$ cat src/rtl/ifetch.sv
// ifetch: instruction fetch stage of the rv32 pipeline.
//   Holds the PC and drives the imem word address. It captures the
//   combinational imem read data and offers {instr, pc} to decode
//   over a valid/ready handshake. It also supports stall, redirect/flush
//   from execute, and a sticky fault on a misaligned or out-of-range PC.
//
// Ports
//   i_clk, i_rst         clock; asynchronous active-high reset
//   i_enable             fetch permitted (0 = no new fetches)
//   o_imem_addr          imem word index = {2'b00, r_pc[31:2]}
//   i_imem_data          instruction returned combinationally by imem
//   o_valid/i_ready      decode handshake
//   o_instr, o_pc        captured instruction and its byte address
//   i_redirect(_pc)      taken branch/jump: flush and refetch at target
//   o_fault, o_fault_pc  sticky fault flag and the offending PC
//   o_fetch_count        number of completed decode handshakes (wraps)
//   o_state              current FSM state, for observation
//
// Handshake: a transfer happens on a rising edge where o_valid & i_ready.
// While o_valid & !i_ready, o_instr/o_pc/o_valid hold unchanged until the
// transfer or a redirect. A redirect drops whatever is held.
module ifetch #(
  parameter logic [31:0] RESET_PC   = 32'h0000_0000,
  parameter int          IMEM_DEPTH = 1024
) (
  input  logic        i_clk,
  input  logic        i_rst,
  input  logic        i_enable,
  output logic [31:0] o_imem_addr,
  input  logic [31:0] i_imem_data,
  output logic        o_valid,
  input  logic        i_ready,
  output logic [31:0] o_instr,
  output logic [31:0] o_pc,
  input  logic        i_redirect,
  input  logic [31:0] i_redirect_pc,
  output logic        o_fault,
  output logic [31:0] o_fault_pc,
  output logic [31:0] o_fetch_count,
  output logic [1:0]  o_state
);

  typedef enum logic [1:0] {
    S_IDLE  = 2'd0,
    S_RUN   = 2'd1,
    S_FAULT = 2'd2
  } state_t;

  localparam logic [31:0] DEPTH_W = 32'(IMEM_DEPTH);

  state_t      state, state_next;
  logic [31:0] r_pc;

  // Control decisions from the FSM process, consumed by the datapath.
  logic        do_load;
  logic        do_redir;
  logic        do_fault;
  logic        do_flush;
  logic        xfer;
  logic [31:0] fault_addr;

  function automatic logic pc_bad(input logic [31:0] pc);
    return (pc[1:0] != 2'b00) || ({2'b00, pc[31:2]} >= DEPTH_W);
  endfunction

  assign o_imem_addr = {2'b00, r_pc[31:2]};
  assign o_state     = state;
  assign xfer        = o_valid & i_ready;

  // State register
  always_ff @(posedge i_clk or posedge i_rst) begin
    if (i_rst) state <= S_IDLE;
    else       state <= state_next;
  end

  // Next state and control
  always_comb begin
    state_next = state;
    do_load    = 1'b0;
    do_redir   = 1'b0;
    do_fault   = 1'b0;
    do_flush   = 1'b0;
    fault_addr = r_pc;
    case (state)
      S_IDLE, S_RUN: begin
        if (i_redirect) begin
          // Redirect outranks everything except reset; the target is
          // checked here so a bad target faults without ever loading.
          if (pc_bad(i_redirect_pc)) begin
            do_fault   = 1'b1;
            fault_addr = i_redirect_pc;
            state_next = S_FAULT;
          end else begin
            do_redir   = 1'b1;
            state_next = i_enable ? S_RUN : S_IDLE;
          end
        end else if (state == S_IDLE) begin
          if (i_enable) state_next = S_RUN;
        end else if (!o_valid || i_ready) begin
          // Output slot is free (or frees this cycle).
          if (!i_enable) begin
            do_flush   = 1'b1;
            state_next = S_IDLE;
          end else if (pc_bad(r_pc)) begin
            do_fault   = 1'b1;
            fault_addr = r_pc;
            state_next = S_FAULT;
          end else begin
            do_load = 1'b1;
          end
        end
      end
      S_FAULT: state_next = S_FAULT;
      default: state_next = S_IDLE;
    endcase
  end

  // Datapath
  always_ff @(posedge i_clk or posedge i_rst) begin
    if (i_rst) begin
      r_pc          <= RESET_PC;
      o_valid       <= 1'b0;
      o_instr       <= 32'h0;
      o_pc          <= 32'h0;
      o_fault       <= 1'b0;
      o_fault_pc    <= 32'h0;
      o_fetch_count <= 32'h0;
    end else begin
      if (do_fault) begin
        o_fault    <= 1'b1;
        o_fault_pc <= fault_addr;
        o_valid    <= 1'b0;
      end else if (do_redir) begin
        r_pc    <= i_redirect_pc;
        o_valid <= 1'b0;
      end else if (do_load) begin
        o_instr <= i_imem_data;
        o_pc    <= r_pc;
        o_valid <= 1'b1;
        r_pc    <= r_pc + 32'd4;
      end else if (do_flush) begin
        o_valid <= 1'b0;
      end
      // A transfer coinciding with a redirect or fault still counts.
      if (xfer) o_fetch_count <= o_fetch_count + 32'd1;
    end
  end

endmodule
$ cat config.mk
export PLATFORM = sky130hd
export DESIGN_NAME = ifetch
export DESIGN_NICKNAME = d
export VERILOG_FILES = /design/src/rtl/ifetch.sv
export SDC_FILE = /design/constraint.sdc
export NUM_CORES = 1
export LEC_CHECK = 0
export BUFFER_PORTS_ARGS = -buffer_cell sky130_fd_sc_hd__clkbuf_2
export CORE_MARGIN = 1.5
export CORE_UTILIZATION = 35
export CTS_CLUSTER_DIAMETER = 40
export CTS_CLUSTER_SIZE = 14
export DETAILED_ROUTE_END_ITERATION = 8
export PLACE_DENSITY_LB_ADDON = 0.1
export RECOVER_POWER = 50
export SYNTH_ARGS = -nofsm -noshare
export SYNTH_HDL_FRONTEND = slang
export SYNTH_SLANG_ARGS = --single-unit
$ cat constraint.sdc
create_clock -name i_clk -period 17.4 [get_ports i_clk]
set_clock_uncertainty 0.15 [all_clocks]
set_input_delay 3.48 -clock i_clk [delete_from_list [all_inputs] [get_ports i_clk]]
set_output_delay 3.48 -clock i_clk [all_outputs]
set_load 0.02 [all_outputs]
# Yosys cells after proc, flatten, opt, wreduce, memory -nomap -nowiden
# Cells that the tools add are included.
# word_totals
register_bits	164
inputBits	69
out_inout_bits	164
word_cells	72
# classes
addsub	2
n_lt_le_gt_ge	2
n_eq_ne	5
muxes	39
bitwise_logic	3
reduce_logical	13
# ops
operator	count
32-bit 2-to-1 mux	5
30-bit by 11-bit greater-or-equal comparator with 1-bit output (second input constant)	2
32-bit by 1-bit adder with 32-bit output (second input constant)	1
32-bit by 3-bit adder with 32-bit output (second input constant)	1
1-bit 2-to-1 mux	26
2-bit 2-to-1 mux	7
4-bit != test (second input constant)	2
3-bit AND reduction	2
2-bit nonzero test	3
5-bit != test (second input constant)	1
2-bit case mux with 2 select lines	1
4-bit nonzero test	1
1-bit logical OR	3
2-bit by 1-bit equality test with 1-bit output (second input constant)	1
2-bit equality test (second input constant)	1
2-bit logical NOT	1
1-bit NOT	2
2-bit AND reduction	1
2-bit OR reduction	1
1-bit AND	1
1-bit logical NOT	1

# Depth between registers and ports, before layout
# logic_depth
ltp_word	11
depth_mapped	8
mapped_depth_nobuf	6

# Least setup slack after synthesis
# Ideal clock, no wire load.
# synth_timing
kind	in2reg
from	in i_redirect
to	reg o_fault_pc[10]
setup_ps	126
arrival_time_ps	4887
t_required_ps	17124
setup_slack_ps	12237
cell_stages	7
n_path_buf	2
path_cell_list	nor2_1 o2111ai_1 o21ba_2 clkbuf_1 nor2_1 buf_2 a221o_1
# synth_between
elab_chain_len	2
word_cells_on_any_way	4
cone_classes	mux: 4
# synth_rtl
element	line_no	text
start: declaration	35	input logic i_redirect,
32-bit 2-to-1 mux or 1-bit 2-to-1 mux (tied branches)	86	if (i_redirect) begin
32-bit 2-to-1 mux or 1-bit 2-to-1 mux (tied branches)	84	case (state)
end signal: assignment	131	o_fault_pc <= fault_addr;
end: declaration	38	output logic [31:0] o_fault_pc,
# Parallel ways exist; a longest one is shown, timed or not.
# A chain may end at the register's enable or synchronous reset.

==> results list <==
- Result of the run: complete, but fails checks
- The checks that failed: max-capacitance violations, max-slew violations.
- Post-synthesis share of cell area spent on and, or, nand and nor gates: between 10% and 20%
* Via count of the first global-routing pass: between 5000 and 6000
* DIE AREA: around 20000 sq um
- Total GRT Usage: 18.6%
* DRT Pass-1 Iters: 4
- TritonCTS built the clock tree.
- Req. time, crit path: roughly 18 ns
- The number of buffers and inverters on the critical path is 3.
* Worst slew margin relative to its limit: -194%
* Placed cell area: 8080 sq um
* Type of the worst setup path: in -> async
* Hold crit path type: reg -> reg
- Crit. End Element: async pin
* Number of instances in the synthesized netlist: between 600 and 700
* Total power of the final layout: 0.763 mW
- Synth Cell Area: 6880 sq um
- Dividing the detail-routed wire length by the instance count gives 16.5 microns.
- Summing the areas of all compound-gate instances in the mapped netlist gives about a tenth of the synthesized area.
- The number of antenna violations at the first check in global routing came to 1.
* Max Cap Violations: 1
* Cell count along the critical path: 3
- Worst skew pair latency: 0.42 ns
- Mean post-synth cell area: 10.6 sq um
* Met3 usage: under 10%
- Setup repair after global routing left no endpoint under its margin.
- Final net count: 913
* Worst-case register-to-register setup slack: 14.57 ns
* Placeable core area: 19400 sq um
- Dividing the detail-routed via count by the number of cells gives 4.78.
- Crit-path max FO: 100
- In the global route stage, met1 resource usage came out at 24.5%.
- Total Wirelength: 18500 microns
- Share of post-route cells with drive strength above 1: 16.7%
- Of the total synthesized cell area, the portion taken by full adders, half adders and majority gates is less than 1%.
- Leak: 4.40 nW
- Counting along the longest clock path gives a buffer depth of 2.
* Share of flip-flops with an asynchronous set or reset after synthesis: 100%
* Pin count of the biggest net entering global routing: about 100
* DP HPWL: 12900 microns
- Wire length of the first global-routing pass: 29300 microns
* Clock-pin slew on the worst setup and hold paths: approximately 0.06 ns
* Share of cell area taken by muxes after synthesis: 0.164%
- Ys flop type: sky130_fd_sc_hd__dfrtp_1
- Largest incremental delay on the critical path: 2.45 ns
- Combinational family with the most area after synthesis: simple AND/OR/NAND/NOR gates
- The clock drives 164 sinks.
- In this run the horizontal extent of the chip is 143 microns.
- The number of different library cells used by synthesis comes to 37.
- The cell sitting at the root of the clock tree is a sky130_fd_sc_hd__clkbuf_16.
- The layout has 2002 filler cells.
- Hold-fix buffers at CTS: 0
- Broken down by cell family, the worst path's largest delay share belongs to buffers and inverters.
- Walking the worst path, the cells encountered are clkbuf_2, clkinvlp_2, buf_4.
- DRC violation count after routing: 0
- The Yosys step of the flow raised 0 warnings.
- The final count of pins violating max slew was slightly above 100.
- Slew at the pin closest to its max-slew limit: 4.39 ns
- End of the critical path: o_pc[27]$_DFFE_PP0P_
- Deepest level of the CTS H-tree: 4
* Count of final setup violators: 0
- Summing the sequential cell areas from Yosys gives 59.6% of the chip area.
- Num CTS Buffers: 17
* Start point of the critical path: i_rst
- The worst-case IR drop observed on VDD is ~0.059 mV.
* Post-synthesis to final-layout area growth: 22.9%
- Routed Antenna Nets: 0
- Type of origin of the critical path: primary input
- Synthesized flop and latch total: 164
- The detailed router finished its first iteration with 331 violations.
- Xor and xnor fraction of the mapped netlist area: 4.33%
* Power per standard cell area: 90.2 nW/um^2
- Overall via count from detail_route: 5348
* WP data arrival: 7.09 ns
- The floorplan has 51 rows.
- The endpoint identified for the worst register-to-register timing path is r_pc[5]$_DFFE_PP0P_.
* Ports placed on the boundary: 233
- Starting density of the core: between 30% and 40%
- Setup_tns: 0 ns
* Number of endpoints with negative hold slack in the final report: 0
* Fraction of met2 tracks used by global routing: 28.3%
* Number of antenna repair diodes: 0
- Buffers added to address setup during post-CTS repair amount to 0.
- Number of cell instances on the worst register-to-register path: 6
* Post-route standard cell area excluding fillers: 8460 sq um
- Fraction of the core area covered by cells at the end of the flow: a little over two fifths
- In the finished design, the share of the clock period the worst path needs comes to 39.0%.
- Once the clock tree was built, the resizer swapped 0 gates to a different size.
- Max Freq: 147 MHz
- Highest-utilization routing layer at the global route stage: met2
- On the critical path, the stage with the largest delay is an instance of sky130_fd_sc_hd__clkinvlp_2.
* IO Port Bufs: 230
- After global routing the overflow that remains totals 0.
- Measured along the y axis, the die boundary spans about 140 microns.
- At the end of routability-driven placement, the weighted congestion stood at around 0.78.
- The startpoint identified for the worst register-to-register timing path is r_pc[14]$_DFFE_PP0P_.
* Min Tclk post-route: between 6 and 7 ns
- Count of flip-flops with a built-in enable after synthesis: 0
[worst min path at each step]
stage                                  startpoint                            end  cells past startpoint
floorplan                     r_pc[0]$_DFFE_PP0P_            r_pc[0]$_DFFE_PP0P_                      1
global placement          o_instr[26]$_DFFE_PP0P_        o_instr[26]$_DFFE_PP0P_                      2
detailed placement        o_instr[16]$_DFFE_PP0P_        o_instr[16]$_DFFE_PP0P_                      2
CTS                       o_instr[16]$_DFFE_PP0P_        o_instr[16]$_DFFE_PP0P_                      2
global route        o_fetch_count[31]$_DFFE_PP0P_  o_fetch_count[31]$_DFFE_PP0P_                      1
finish                    o_instr[16]$_DFFE_PP0P_        o_instr[16]$_DFFE_PP0P_                      2
[cells in the mapped netlist, types with 8 or more instances]
| cell type | instances | area [sq um] |
|---|---|---|
| sky130_fd_sc_hd__nor2_1 | 15 | 56.3 |
| sky130_fd_sc_hd__nand4_1 | 8 | 50.1 |
| sky130_fd_sc_hd__and2_1 | 40 | 250 |
| sky130_fd_sc_hd__inv_1 | 11 | 41.3 |
| sky130_fd_sc_hd__and3_1 | 11 | 68.8 |
| sky130_fd_sc_hd__nand3_1 | 19 | 95.1 |
| sky130_fd_sc_hd__dfrtp_1 | 164 | 4100 |
| sky130_fd_sc_hd__clkbuf_1 | 28 | 105 |
| sky130_fd_sc_hd__buf_4 | 32 | 240 |
| sky130_fd_sc_hd__xnor2_1 | 28 | 245 |
| sky130_fd_sc_hd__a21o_1 | 28 | 210 |
| sky130_fd_sc_hd__nand2_1 | 151 | 567 |
| sky130_fd_sc_hd__o21ai_0 | 14 | 70.1 |
| sky130_fd_sc_hd__nor4_1 | 10 | 62.6 |
| sky130_fd_sc_hd__a22o_1 | 28 | 245 |
[worst min-delay path: stages, from the launching register on]
cell                      delay [ns]
sky130_fd_sc_hd__dfrtp_1        0.34
sky130_fd_sc_hd__nand2_1        0.05
sky130_fd_sc_hd__nand2_1        0.05
[layer usage]
layer  vias to the layer above  share of wire, %
met3                        20               7.7
met4                         2               2.0
met1                      2605                44
met2                       187                46
li1                       2534                 -
met5                         -             0.065
[power by group]
part	total (mW)	internal (mW)	leakage [nW]	switching, mW
Clock	0.354	0.201	0.260	0.153
Combinational	0.0241	0.00813	1.87	0.0159
Sequential	0.385	0.384	2.27	0.00133
Total	0.763	0.593	4.40	0.170
[final cells by class]
cell class / instances / area, sq um / area share, %
Multi-Input combinational cell: 411 / 2400 / 28.4
Timing Repair Buffer: 236 / 1030 / 12.1
Clock inverter: 11 / 105 / 1.24
Inverter: 11 / 42.5 / 0.503
Clock buffer: 21 / 450 / 5.32
Sequential cell: 164 / 4100 / 48.5
Tap cell: 265 / 332 / 3.92
[through the flow]
step | hold slack [ns] | worst slack [ns] | instances
floorplan | 0.348 | 9.34 | 648
global placement | 0.300 | 11.53 | 1087
detailed placement | 0.307 | 11.43 | 1087
CTS | 0.323 | 11.88 | 1119
global route | 0.335 | 9.85 | 1119
finish | 0.318 | 10.61 | 1119
[placed cells by master (no fill, tap or decap), drive strengths merged, types with 9 or more instances in the layout]
master,n
a21o,28
a22o,28
and2,40
and3,11
clkbuf,252
dfrtp,164
inv,11
nand2,151
nand3,19
nand4,9
nor2,15
nor4,14
o21ai,14
xnor2,28
[cells by family (layout without fill, tap and decap cells)]
kind of cell	Yosys count	in the layout
mux	1	1
fa+ha+maj	3	3
other cells	1	2
xor+xnor	34	34
flops	164	164
simple gates	281	281
buf+inv	73	279
compound gates	90	90
[sequential cells by signal, summed over array words and instances (netlist names)]
| name | cells |
|---|---|
| o_fetch_count | 32 |
| o_fault_pc | 32 |
| o_fault | 1 |
| o_instr | 32 |
| o_pc | 32 |
| r_pc | 32 |
| o_valid | 1 |
| o_state | 2 |
Power figures use the tool's default switching activity.
